===== src/rtl/uart_pkg.sv =====
// Shared definitions for the Wishbone UART transmitter.
// Holds the register word offsets (wbs_adr_i[3:2]), the STATUS and CTRL bit
// positions, and the transmit FSM state encoding.
package uart_pkg;

    // Register word offsets, compared against wbs_adr_i[3:2]
    localparam logic [1:0] REG_DATA   = 2'd0;
    localparam logic [1:0] REG_STATUS = 2'd1;
    localparam logic [1:0] REG_DIV    = 2'd2;
    localparam logic [1:0] REG_CTRL   = 2'd3;

    // STATUS bit positions; the FIFO count occupies bits [12:8]
    localparam int STAT_FULL    = 0;
    localparam int STAT_EMPTY   = 1;
    localparam int STAT_BUSY    = 2;
    localparam int STAT_OVF     = 3;
    localparam int STAT_CNT_LSB = 8;

    // CTRL bit positions
    localparam int CTRL_EN     = 0;
    localparam int CTRL_IRQ_EN = 1;

    typedef enum logic [1:0] {
        TX_IDLE,
        TX_START,
        TX_DATA,
        TX_STOP
    } tx_state_t;

endpackage


===== src/rtl/wb_uart_fifo.sv =====
// Synchronous circular-buffer FIFO with occupancy count.
// Ports:
//   clk, rst      clock and asynchronous active-high reset
//   push, wdata   write request and data; accepted when not full or when a
//                 pop happens in the same cycle
//   pop, rdata    read request; rdata always shows the head entry
//   full, empty   occupancy flags
//   count         number of stored entries, 0..DEPTH
module wb_uart_fifo #(
    parameter int DEPTH = 8,
    parameter int WIDTH = 8
) (
    input  logic                     clk,
    input  logic                     rst,
    input  logic                     push,
    input  logic                     pop,
    input  logic [WIDTH-1:0]         wdata,
    output logic [WIDTH-1:0]         rdata,
    output logic                     full,
    output logic                     empty,
    output logic [$clog2(DEPTH):0]   count
);

    localparam int AW = $clog2(DEPTH);

    logic [WIDTH-1:0] mem [DEPTH];
    logic [AW-1:0]    wr_ptr;
    logic [AW-1:0]    rd_ptr;
    logic             do_push;
    logic             do_pop;

    // A pop in the same cycle frees the slot, so a push at full still lands
    assign do_pop  = pop & ~empty;
    assign do_push = push & (~full | do_pop);

    // DEPTH is a power of two, so the count MSB is set only when full
    assign full  = count[AW];
    assign empty = (count == '0);
    assign rdata = mem[rd_ptr];

    // Storage carries no reset; discarding contents only needs the pointers
    always_ff @(posedge clk) begin
        if (do_push) begin
            mem[wr_ptr] <= wdata;
        end
    end

    // Pointers wrap naturally at the power-of-two depth
    always_ff @(posedge clk or posedge rst) begin
        if (rst) begin
            wr_ptr <= '0;
            rd_ptr <= '0;
            count  <= '0;
        end else begin
            if (do_push) begin
                wr_ptr <= wr_ptr + 1'b1;
            end
            if (do_pop) begin
                rd_ptr <= rd_ptr + 1'b1;
            end
            case ({do_push, do_pop})
                2'b10:   count <= count + 1'b1;
                2'b01:   count <= count - 1'b1;
                default: count <= count;
            endcase
        end
    end

endmodule


===== src/rtl/wb_uart_tx.sv =====
// Wishbone-mapped 8N1 UART transmitter with a TX FIFO and drain interrupt.
// Ports:
//   wb_clk_i, wb_rst_i     clock and asynchronous active-high reset
//   wbs_*                  Wishbone slave: strobe, cycle, write enable, byte
//                          selects, write data, byte address, ack, read data
//   tx_o                   registered serial output, idles high
//   tx_oeb_o               pad output enable, active low (~CTRL.en)
//   irq_o                  level interrupt: irq_en & FIFO empty & FSM idle
// Registers: 0x0 DATA (push), 0x4 STATUS (bit3 W1C), 0x8 DIV, 0xC CTRL.
module wb_uart_tx
    import uart_pkg::*;
#(
    parameter logic [31:0] BASE_ADDR  = 32'h3000_0000,
    parameter int          FIFO_DEPTH = 8,
    parameter int          DIV_W      = 16,
    parameter int          DIV_RST    = 103
) (
    input  logic        wb_clk_i,
    input  logic        wb_rst_i,
    input  logic        wbs_stb_i,
    input  logic        wbs_cyc_i,
    input  logic        wbs_we_i,
    input  logic [3:0]  wbs_sel_i,
    input  logic [31:0] wbs_dat_i,
    input  logic [31:0] wbs_adr_i,
    output logic        wbs_ack_o,
    output logic [31:0] wbs_dat_o,
    output logic        tx_o,
    output logic        tx_oeb_o,
    output logic        irq_o
);

    localparam int CW = $clog2(FIFO_DEPTH) + 1;

    logic             hit;
    logic             bus_wr;
    logic [1:0]       reg_sel;
    logic [31:0]      status_word;
    logic [31:0]      rd_word;
    logic [DIV_W-1:0] div_q;
    logic             ctrl_en;
    logic             ctrl_irq_en;
    logic             ovf_q;
    logic             ovf_set;
    logic             ovf_clr;

    logic             fifo_push;
    logic             fifo_pop;
    logic [7:0]       fifo_rdata;
    logic             fifo_full;
    logic             fifo_empty;
    logic [CW-1:0]    fifo_count;

    tx_state_t        state_q, state_d;
    logic [7:0]       shift_q, shift_d;
    logic [2:0]       bit_idx_q, bit_idx_d;
    logic [DIV_W-1:0] baud_cnt_q, baud_cnt_d;
    logic [DIV_W-1:0] period_q, period_d;
    logic             tx_q, tx_d;
    logic             irq_q;
    logic             bit_done;
    logic             load_frame;

    logic             unused_ok;
    assign unused_ok = ^{wbs_adr_i[1:0], wbs_dat_i, wbs_sel_i};

    // The !ack term makes a held strobe complete every other cycle
    assign hit = wbs_stb_i & wbs_cyc_i & ~wbs_ack_o
               & (wbs_adr_i[31:4] == BASE_ADDR[31:4]);
    assign bus_wr  = hit & wbs_we_i;
    assign reg_sel = wbs_adr_i[3:2];

    assign fifo_push = bus_wr & (reg_sel == REG_DATA) & wbs_sel_i[0];
    assign ovf_set   = fifo_push & fifo_full & ~fifo_pop;
    assign ovf_clr   = bus_wr & (reg_sel == REG_STATUS) & wbs_sel_i[0]
                     & wbs_dat_i[STAT_OVF];

    wb_uart_fifo #(
        .DEPTH (FIFO_DEPTH),
        .WIDTH (8)
    ) u_fifo (
        .clk   (wb_clk_i),
        .rst   (wb_rst_i),
        .push  (fifo_push),
        .pop   (fifo_pop),
        .wdata (wbs_dat_i[7:0]),
        .rdata (fifo_rdata),
        .full  (fifo_full),
        .empty (fifo_empty),
        .count (fifo_count)
    );

    always_comb begin
        status_word                          = '0;
        status_word[STAT_FULL]               = fifo_full;
        status_word[STAT_EMPTY]              = fifo_empty;
        status_word[STAT_BUSY]               = (state_q != TX_IDLE);
        status_word[STAT_OVF]                = ovf_q;
        status_word[STAT_CNT_LSB +: CW]      = fifo_count;
    end

    always_comb begin
        rd_word = '0;
        case (reg_sel)
            REG_STATUS: rd_word = status_word;
            REG_DIV:    rd_word[DIV_W-1:0] = div_q;
            REG_CTRL: begin
                rd_word[CTRL_EN]     = ctrl_en;
                rd_word[CTRL_IRQ_EN] = ctrl_irq_en;
            end
            default:    rd_word = '0;
        endcase
    end

    // Bus response and register writes; a new overflow beats a same-cycle W1C
    always_ff @(posedge wb_clk_i or posedge wb_rst_i) begin
        if (wb_rst_i) begin
            wbs_ack_o   <= 1'b0;
            wbs_dat_o   <= '0;
            div_q       <= DIV_W'(DIV_RST);
            ctrl_en     <= 1'b0;
            ctrl_irq_en <= 1'b0;
            ovf_q       <= 1'b0;
        end else begin
            wbs_ack_o <= hit;
            wbs_dat_o <= (hit & ~wbs_we_i) ? rd_word : '0;
            if (bus_wr && reg_sel == REG_DIV) begin
                for (int b = 0; b < DIV_W; b++) begin
                    if (wbs_sel_i[b/8]) begin
                        div_q[b] <= wbs_dat_i[b];
                    end
                end
            end
            if (bus_wr && reg_sel == REG_CTRL && wbs_sel_i[0]) begin
                ctrl_en     <= wbs_dat_i[CTRL_EN];
                ctrl_irq_en <= wbs_dat_i[CTRL_IRQ_EN];
            end
            ovf_q <= ovf_set | (ovf_q & ~ovf_clr);
        end
    end

    // Each bit lasts period_q+1 cycles; period is latched once per frame so
    // DIV writes only affect the next frame
    assign bit_done   = (baud_cnt_q == period_q);
    assign load_frame = ctrl_en & ~fifo_empty;

    always_comb begin
        state_d    = state_q;
        shift_d    = shift_q;
        bit_idx_d  = bit_idx_q;
        baud_cnt_d = baud_cnt_q;
        period_d   = period_q;
        fifo_pop   = 1'b0;
        case (state_q)
            TX_IDLE: begin
                if (load_frame) begin
                    fifo_pop   = 1'b1;
                    shift_d    = fifo_rdata;
                    period_d   = div_q;
                    baud_cnt_d = '0;
                    state_d    = TX_START;
                end
            end
            TX_START: begin
                if (bit_done) begin
                    baud_cnt_d = '0;
                    bit_idx_d  = '0;
                    state_d    = TX_DATA;
                end else begin
                    baud_cnt_d = baud_cnt_q + 1'b1;
                end
            end
            TX_DATA: begin
                if (bit_done) begin
                    baud_cnt_d = '0;
                    if (bit_idx_q == 3'd7) begin
                        state_d = TX_STOP;
                    end else begin
                        bit_idx_d = bit_idx_q + 1'b1;
                        shift_d   = {1'b0, shift_q[7:1]};
                    end
                end else begin
                    baud_cnt_d = baud_cnt_q + 1'b1;
                end
            end
            TX_STOP: begin
                if (bit_done) begin
                    baud_cnt_d = '0;
                    // Chain straight into the next start bit when data waits
                    if (load_frame) begin
                        fifo_pop = 1'b1;
                        shift_d  = fifo_rdata;
                        period_d = div_q;
                        state_d  = TX_START;
                    end else begin
                        state_d = TX_IDLE;
                    end
                end else begin
                    baud_cnt_d = baud_cnt_q + 1'b1;
                end
            end
            default: state_d = TX_IDLE;
        endcase

        // Line level follows the next state so tx_o lines up with state_q
        case (state_d)
            TX_START: tx_d = 1'b0;
            TX_DATA:  tx_d = shift_d[0];
            default:  tx_d = 1'b1;
        endcase
    end

    always_ff @(posedge wb_clk_i or posedge wb_rst_i) begin
        if (wb_rst_i) begin
            state_q    <= TX_IDLE;
            shift_q    <= '0;
            bit_idx_q  <= '0;
            baud_cnt_q <= '0;
            period_q   <= '0;
            tx_q       <= 1'b1;
            irq_q      <= 1'b0;
        end else begin
            state_q    <= state_d;
            shift_q    <= shift_d;
            bit_idx_q  <= bit_idx_d;
            baud_cnt_q <= baud_cnt_d;
            period_q   <= period_d;
            tx_q       <= tx_d;
            irq_q      <= ctrl_irq_en & fifo_empty & (state_q == TX_IDLE);
        end
    end

    assign tx_o     = tx_q;
    assign tx_oeb_o = ~ctrl_en;
    assign irq_o    = irq_q;

endmodule

===== config.mk =====
export PLATFORM = sky130hd
export DESIGN_NAME = wb_uart_tx
export DESIGN_NICKNAME = d
export VERILOG_FILES = /design/src/rtl/uart_pkg.sv /design/src/rtl/wb_uart_fifo.sv /design/src/rtl/wb_uart_tx.sv
export SDC_FILE = /design/constraint.sdc
export NUM_CORES = 1
export LEC_CHECK = 0
export CORE_MARGIN = 3
export CORE_UTILIZATION = 25
export DETAILED_ROUTE_END_ITERATION = 6
export PLACE_DENSITY = 0.53
export SLEW_MARGIN = 20
export SYNTH_ARGS = -nofsm -noshare
export SYNTH_HDL_FRONTEND = slang
export SYNTH_SLANG_ARGS = --single-unit

===== constraint.sdc =====
create_clock -name wb_clk_i -period 4.5 [get_ports wb_clk_i]
set_input_delay 0.9 -clock wb_clk_i [delete_from_list [all_inputs] [get_ports wb_clk_i]]
set_output_delay 0.9 -clock wb_clk_i [all_outputs]
set_load 0.1 [all_outputs]

## Yosys cells after proc, flatten, opt, wreduce, memory -nomap -nowiden

Memory sizes are Yosys's and may differ from the RTL's.
Index checks and enable logic that the tools add are counted.

- Bits in registers: 93
- Logic and storage cells: 119
- Memories: 1
- Bits of input ports: 73
- Output and inout bits: 36
- RAM bits: 64

- Add/subtract/negate cells: 6
- Muxes and demuxes: 32
- Reduce and logical (&&, ||, !) cells: 17
- Bitwise logic cells: 27
- Equality and inequality tests: 18

Memories:

| memory | words | bits a word | rd ports | clocked after Yosys merged registers in | write ports | RTL line | RTL |
|---|---|---|---|---|---|---|---|
| u_fifo.mem | 8 | 8 | 1 | 0 | 1 | wb_uart_fifo.sv:26 | `logic [WIDTH-1:0] mem [DEPTH];` |

Operator list:

| cell | count |
|---|---|
| $mux 16 | 5 |
| $pmux 16 s2 | 2 |
| $mux 8 | 4 |
| $eq 28x26->1 const B | 1 |
| $pmux 14 s2 | 1 |
| $pmux 8 s3 | 1 |
| $and 1x1->1 | 18 |
| $add 16x1->16 const B | 1 |
| $eq 16x16->1 | 1 |
| $eq 2x2->1 const B | 6 |
| $mux 2 | 5 |
| $ne 2x2->1 const B | 5 |
| $add 3x1->3 const B | 3 |
| $mux 3 | 3 |
| $eq 2x1->1 const B | 4 |
| $pmux 2 s4 | 1 |
| $pmux 4 s2 | 1 |
| $reduce_and 4->1 | 2 |
| $reduce_bool 2->1 | 4 |
| $not 1->1 | 7 |
| $pmux 2 s3 | 1 |
| $pmux 3 s2 | 1 |
| $reduce_and 2->1 | 3 |
| $mux 1 | 5 |
| 10 further kinds | 15 |

## Logic depth before layout (Yosys ltp)

Gate-level depths: netlist (run 1).

- Depth in word-level cells: 11
- Mapped depth: 14

## Cells and area by module

Synthesis (run 1) repeated with hierarchy kept, for this count alone.

- Cells, all modules: 525
- Area, all modules: 7,206.9 um2

Modules (own cells, without submodules):

| module | times used | cells each | sequential area each (um2) | area an instance (um2) |
|---|---|---|---|---|
| wb_uart_tx | 1 | 365 | 2,084.5 | 4,083.9 |
| wb_uart_fifo | 1 | 160 | 2,172.1 | 3,123.0 |

## Least setup slack after synthesis (run 1)

OpenSTA, ideal clock, no wires.

- Path type: input-to-reg
- From: input port wbs_adr_i[5]
- To: register u_fifo.count[2]
- Path slack: 1.090 ns
- Path buffers: 0
- Stages on the path: 13
- Required time: 4.374 ns
- Arrival: 3.284 ns
- Cell sequence: nor4_1 -> nand4_1 -> nor4_2 -> nand4_1 -> a21oi_2 -> inv_1 -> ha_1 -> xor2_1 -> ha_1 -> a21oi_1 -> xor2_1 -> nor2_1 -> xor2_1

- Word-level cells in the longest chain between the ends: 8
- Elaborated cells between the ends (all ways): 10
- Classes of those cells: eq/ne (3); mux (1); bitwise (5); reduce/logical (1)

RTL lines:

| element | RTL line | RTL |
|---|---|---|
| start, declared | wb_uart_tx.sv:25 | `input logic [31:0] wbs_adr_i,` |
| $eq 28x26->1 * | wb_uart_tx.sv:69 | `& (wbs_adr_i[31:4] == BASE_ADDR[31:4]);` |
| $and 1x1->1 * | wb_uart_tx.sv:69 |  |
| named net hit | wb_uart_tx.sv:35 | `logic hit;` |
| $and 1x1->1 * | wb_uart_tx.sv:70 | `assign bus_wr = hit & wbs_we_i;` |
| $and 1x1->1 * (2 in a row) | wb_uart_tx.sv:73 | `assign fifo_push = bus_wr & (reg_sel == REG_DATA) & wbs_sel_i[0];` |
| $and 1x1->1 * | wb_uart_fifo.sv:34 | `assign do_push = push & (~full \| do_pop);` |
| $eq 2x1->1 or $eq 2x2->1 (tied branches) | wb_uart_fifo.sv:61 | `case ({do_push, do_pop})` |
| $pmux 4 s2 or $reduce_bool 2->1 (tied branches) | -- |  |
| end signal, assigned | wb_uart_fifo.sv:62 | `2'b10: count <= count + 1'b1;` |
| end signal, assigned | wb_uart_fifo.sv:63 | `2'b01: count <= count - 1'b1;` |
| end signal, assigned | wb_uart_fifo.sv:64 | `default: count <= count;` |
| end, declared | wb_uart_fifo.sv:21 | `output logic [$clog2(DEPTH):0] count` |

Mark *: on every way through the listed nets, which the timed path passes. The rest lies on a longest branch.
A chain may end at the register's enable or synchronous reset.

## Worst setup path after layout (run 1)

Same ends and word-level chain as after synthesis.

==> impl_metrics.json, run 1 <==
{
  "synthDominantCellAreaShare": 0.302,
  "fin_crit_sh": 0.768,
  "cts_tree": "done",
  "routed_via_density": 4.40,
  "grt_pass1_vias": 4508,
  "grt.total_usage": 0.108,
  "core_area_mm2": 0.0281,
  "clockRootBuffer": "clkbuf_16",
  "dp_hpwl_um": 11600,
  "worst_pin_slew_ns": 1.05,
  "fin_crit_ns": 3.46,
  "setup-tns-final_ns": 0,
  "wl_per_cell_um": 15.7,
  "yosys-top-cells-area": "dfrtp_1 30%, edfxtp_1 27%, mux2_2 5.6%, mux4_2 5.0%, ha_1 3.3%",
  "gp_congestion": 0.721,
  "seq_area_frac_synth": 0.591,
  "h-tree-depth": 4,
  "power_density_mw_per_mm2": 342,
  "num_rows": 61,
  "rsz0062_at_grt": "false",
  "area_growth_pct": 24.2,
  "total_power_mw": 3.06,
  "final_nets": 728,
  "clkLatencyLatePin_ns": 0.43,
  "port_buffers": 72,
  "drv_cap": 0,
  "die_x_um": 176,
  "hold_violations": 0,
  "synth_cells": 552,
  "layout-drive-gt1-share": 0.188,
  "outcome": "finished clean",
  "syn_avg_cell_area_um2": 13.0,
  "worstHoldPathType": "register to register",
  "ant_nets": 0,
  "initial_core_util": 0.256,
  "drc": 0,
  "yosys_warnings": 0,
  "crit_path_max_fanout": 5,
  "setup_viol": 0,
  "dr.pass1.iters": 5,
  "drt_wl_total_um": 16100,
  "cts_buffers": 17,
  "clock-sinks": 157,
  "ctsResizeCount": 0,
  "grt_pass1_wl_um": 25900,
  "via_count": 4523,
  "max_slew_margin": 0.296,
  "max_freq_mhz": 289,
  "yosys.cell_count.top_type": "dfrtp_1",
  "drt_iter0_drc": 373,
  "diodes": 0,
  "cts_setup_buffers": 0,
  "post_synth_most_frequent_cells": "87 x dfrtp_1, 64 x edfxtp_1, 56 x nand2_1",
  "crit_required_ns": 4.80,
  "crit_type": "input pin to register",
  "slew_viol_final": 0,
  "ioPinCount": 109,
  "synth.distinct_cells": 54,
  "fillers": 2847,
  "synthFlopType": "dfrtp_1",
  "cts_buffer_depth": 2,
  "ys_async_sr_fraction": 0.592,
  "cp-start-kind": "input pin",
  "ys_ff_latch": 157,
  "clk_pin_slew_ns": 0.07,
  "grt_start_max_net_pins": 54,
  "ir_drop_mv": 0.195,
  "critical_path_arrival_ns": 3.76,
  "antenna_found_initial": 0,
  "overflow": 0,
  "die_y_um": 176,
  "p_leak_nw": 3.51,
  "critPathCaptureType": "register",
  "dieArea_mm2": 0.0309,
  "synth_area_leader_cell": "dfrtp_1",
  "netlist_area_mm2": 0.00720,
  "finClkSkew_ns": 0.0145,
  "postCtsHoldBufs": 0,
  "synth_edf_count": 64
}
[worst paths after layout]
kind,startpoint,to,slack (ns),depth (start not counted)
max,wbs_adr_i[5],u_fifo.count[2],1.04,14
min,baud_cnt_q[15],baud_cnt_q[15],0.50,1
max reg2reg,baud_cnt_q[0],u_fifo.count[2],1.30,14
min reg2reg,baud_cnt_q[15],baud_cnt_q[15],0.50,1
max in group asynchronous,wb_rst_i,div_q[0],2.72,3
min in group asynchronous,wb_rst_i,baud_cnt_q[14],0.94,2
[area by class of cell]
class	instances	area (um2)	share of cell area
flip-flops and latches	157	4260	0.476
clock buffers	17	425	0.0476
multi-input cells	360	2730	0.305
clock inverters	15	169	0.0189
well taps	378	473	0.0529
inverters	11	43.8	0.00490
repair buffers	89	848	0.0949
[report_power, final]
group	switching (mW)	internal, mW
Sequential	0.00000863	1.49
Combinational	0.100	0.0441
Clock	0.673	0.748
Total	0.773	2.28
[cells in the final DEF, fill, tap and decap left out, drive strengths merged, types with 5 or more instances in the layout]
| cell type | count |
|---|---|
| nor4 | 9 |
| buf | 17 |
| mux2 | 37 |
| nand2b | 5 |
| o21ai | 40 |
| dfstp | 6 |
| conb | 16 |
| edfxtp | 64 |
| clkdlybuf4s50 | 72 |
| nand4 | 11 |
| xor2 | 6 |
| and3 | 14 |
| clkbuf | 17 |
| a21oi | 12 |
| inv | 19 |
| mux2i | 9 |
| nor3 | 5 |
| a31oi | 5 |
| a22oi | 6 |
| a22o | 11 |
| mux4 | 16 |
| clkinv | 6 |
| nor2 | 32 |
| dfrtp | 87 |
| nand2 | 56 |
| o31ai | 5 |
| ha | 19 |
| nand3 | 6 |
| xnor2 | 21 |
[critical path, cell delays in order]
cell	delay (ns)
clkdlybuf4s50_1	0.40
nor4_1	0.35
nand4_1	0.16
nor4_2	0.39
nand4_1	0.20
a21oi_2	0.17
inv_1	0.08
ha_1	0.25
xor2_1	0.17
ha_1	0.19
a21oi_1	0.14
xor2_1	0.16
nor2_1	0.06
xor2_1	0.14
[sequential cells by signal, indices dropped and copies added, names as in the netlist]
name	cells
div_q	16
u_fifo.wr_ptr	3
period_q	16
u_fifo.rd_ptr	3
u_fifo.count	4
ctrl_en	1
bit_idx_q	3
ovf_q	1
wbs_ack_o	1
wbs_dat_o	16
ctrl_irq_en	1
tx_o	1
shift_q	8
baud_cnt_q	16
u_fifo.mem	64
state_q	2
irq_o	1
[cell families (layout without fill, tap and decap cells)]
| family | count (synthesis) | count (layout) | share of synthesized area |
|---|---|---|---|
| other | 1 | 16 | 0.000521 |
| XOR/XNOR | 27 | 27 | 0.0339 |
| flip-flops | 157 | 157 | 0.591 |
| buffers and inverters | 50 | 132 | 0.0375 |
| adder cells (fa/ha/maj) | 19 | 19 | 0.0330 |
| multiplexers | 62 | 62 | 0.121 |
| AO/OA/AOI/OAI | 89 | 89 | 0.0815 |
| AND/OR/NAND/NOR | 147 | 147 | 0.101 |
[per-layer routing]
metal | part of all wire | routed length [um] | up-vias | track usage
met5 | 0 | 0 | - | 0
met4 | 0.011 | 178 | 0 | 0.0307
met3 | 0.030 | 482 | 14 | 0.0214
met2 | 0.51 | 8150 | 85 | 0.178
met1 | 0.45 | 7270 | 2254 | 0.144
li1 | - | - | 2170 | -
[per-stage QoR]
stage,instances,cell area (um2),setup WS (ns),hold WS [ns],util
finish,1027,8940,1.04,0.502,0.318
global route,1027,8940,0.794,0.535,0.318
CTS,1027,8940,0.950,0.504,0.318
detailed placement,995,8350,0.518,0.491,0.297
global placement,995,8350,0.601,0.495,0.297
floorplan,567,7250,1.09,0.465,-
Power figures use the tool's default switching activity.
==> run 2, diff against run 1 <==
==> constraint.sdc (replaced) <==
create_clock -name wb_clk_i -period 3.6 [get_ports wb_clk_i]
set_input_delay 0.72 -clock wb_clk_i [delete_from_list [all_inputs] [get_ports wb_clk_i]]
set_output_delay 0.72 -clock wb_clk_i [all_outputs]
set_load 0.1 [all_outputs]
==> run 2 against run 1 <==
Compared with the run above: largest cell class unchanged; global-route usage is 0.21 points higher; die area stayed put; sequential cell count stayed put; highest routed layer unchanged; count of clock-buffer cells in the layout stayed put; combinational power is 26% higher; critical path depth is 1 higher; final cell count is 0.58% higher; via count is 0.55% lower; clock skew hardly changed; wire length is 1.1% higher; sequential share of layout area is 0.38 points lower.
==> impl_metrics.json, run 2 (synthesis gave the netlist of run 1 again) <==
{
  "worstHoldPathType": "register to register",
  "dieArea_mm2": 0.0309,
  "final_common_cell": "dfrtp_1",
  "ctsResizeCount": 0,
  "cp-startpoint": "wbs_adr_i[5]",
  "area_growth_pct": 25.3,
  "crit_required_ns": 3.90,
  "critical_path_arrival_ns": 3.42,
  "grt_start_max_net_pins": 53,
  "mostFrequentLayoutCells": "87 x dfrtp_1, 70 x clkdlybuf4s50_1, 64 x edfxtp_1",
  "cts_buffer_depth": 2,
  "cts_setup_buffers": 0,
  "cts_buffers": 17,
  "die_x_um": 176,
  "fin_crit_ns": 3.12,
  "max_freq_mhz": 320,
  "hold_violations": 0,
  "postCtsHoldBufs": 0,
  "max_stage_delay_ns": 0.39,
  "rsz0062_at_grt": "false",
  "grt_pass1_vias": 4639,
  "r2r-start": "baud_cnt_q[0]",
  "finClkSkew_ns": 0.0147,
  "clk_pin_slew_ns": 0.07,
  "die_y_um": 176,
  "reg2reg_depth": 13,
  "via_count": 4498,
  "grt.total_usage": 0.110,
  "setup-tns-final_ns": 0,
  "diodes": 0,
  "largest_reg_flops": 64,
  "drc": 0,
  "setup_viol": 0,
  "layout-drive-gt1-share": 0.198,
  "initial_core_util": 0.256,
  "drt_wl_total_um": 16300,
  "slew_viol_final": 0,
  "fin_crit_sh": 0.867,
  "h-tree-depth": 4,
  "endpoint": "u_fifo.count[2]",
  "num_rows": 61,
  "critPathSlowestCell": "clkdlybuf4s50_1",
  "outcome": "finished clean",
  "antenna_found_initial": 0,
  "ant_nets": 0,
  "max_slew_margin": 0.328,
  "final_nets": 734,
  "worst_pin_slew_ns": 1.01,
  "clkLatencyLatePin_ns": 0.43,
  "ir_drop_mv": 0.215,
  "power_density_mw_per_mm2": 431,
  "dp_hpwl_um": 11800,
  "core_area_mm2": 0.0281,
  "met1_length_um": 7560,
  "top_layer_used": "met4",
  "reg2reg_setup_slack_ns": 0.59,
  "overflow": 0,
  "met2_length_um": 8260,
  "largest-register": "u_fifo.mem",
  "gp_congestion": 0.713,
  "drv_cap": 0,
  "crit_type": "input pin to register",
  "wl_per_cell_um": 15.7,
  "whs_ns": 0.504,
  "routed-wl-met3_um": 320,
  "critPathCaptureType": "register",
  "cp_cell_sequence": "clkdlybuf4s50_1, nor4_1, nand4_1, nor4_2, buf_4, nand4_1, a21oi_2, inv_1, ha_1, xor2_1, ha_1, a21oi_1, xor2_1, nor2_1, xor2_1",
  "crit_path_frequent_cell": "xor2_1",
  "clockRootBuffer": "clkbuf_16",
  "dr.pass1.iters": 4,
  "r2r-end": "u_fifo.count[2]",
  "ioPinCount": 109,
  "p_leak_nw": 3.56,
  "cp-start-kind": "input pin",
  "grt_pass1_wl_um": 26400,
  "drt_iter0_drc": 287,
  "crit_path_max_fanout": 2,
  "port_buffers": 72,
  "clock-sinks": 157,
  "cts_tree": "done",
  "routed_via_density": 4.35
}
[run 2: cell types whose count changed in the layout (fill, tap and decap cells not counted), sizes merged]
cell           before  now
clkdlybuf4s50      72   70
clkinv              6    5
inv                19   20
buf                17   25
clkinvlp            1    0
bufinv              0    1
[run 2: stage by stage]
| step | util | worst slack, ns | power [mW] | instance area (um2) | cells |
|---|---|---|---|---|---|
| after CTS | 0.321 | 0.482 | 3.93 | 9020 | 1033 |
| after detailed placement | 0.299 | 0.0378 | 2.08 | 8400 | 1001 |
| final | 0.321 | 0.479 | 3.89 | 9020 | 1033 |
| after global placement | 0.299 | 0.0114 | 2.08 | 8400 | 1001 |
| after floorplan | - | 0.370 | 2.01 | 7250 | 567 |
| after global routing | 0.321 | 0.228 | 4.03 | 9020 | 1033 |
[run 2: layer usage]
metal | vias to the layer above | global-route usage
li1 | 2180 | -
met1 | 2262 | 0.145
met2 | 52 | 0.183
met3 | 4 | 0.0216
met4 | 0 | 0.0343
met5 | - | 0
[run 2: cell type report]
cell class              instances  area, um2
multi-input cells             360       2730
fillers                      2834      19100
clock inverters                15        189
well taps                     378        473
inverters                      11       43.8
clock buffers                  17        425
flip-flops and latches        157       4260
repair buffers                 95        901
[run 2: worst min-delay path by stage]
stage	start	to	slack (ns)	cells past startpoint
after floorplan	baud_cnt_q[15]	baud_cnt_q[15]	0.47	1
after global placement	baud_cnt_q[15]	baud_cnt_q[15]	0.50	1
after detailed placement	baud_cnt_q[15]	baud_cnt_q[15]	0.49	1
after CTS	baud_cnt_q[15]	baud_cnt_q[15]	0.51	1
after global routing	baud_cnt_q[15]	baud_cnt_q[15]	0.53	1
final	baud_cnt_q[15]	baud_cnt_q[15]	0.50	1
[run 2: worst max-delay path, delay by kind of cell]
kind	cells	cell delay, ns
simple gates	5	0.94
buf+inv	3	0.62
fa+ha+maj	2	0.37
compound gates	2	0.32
xor+xnor	3	0.44
[run 2: where the power goes]
| part | leakage (nW) | internal, mW | total, mW | switching, mW |
|---|---|---|---|---|
| logic | 1.41 | 0.0560 | 0.181 | 0.125 |
| registers | 1.85 | 1.86 | 1.86 | 0.0000110 |
| clock network | 0.302 | 1.00 | 1.84 | 0.838 |
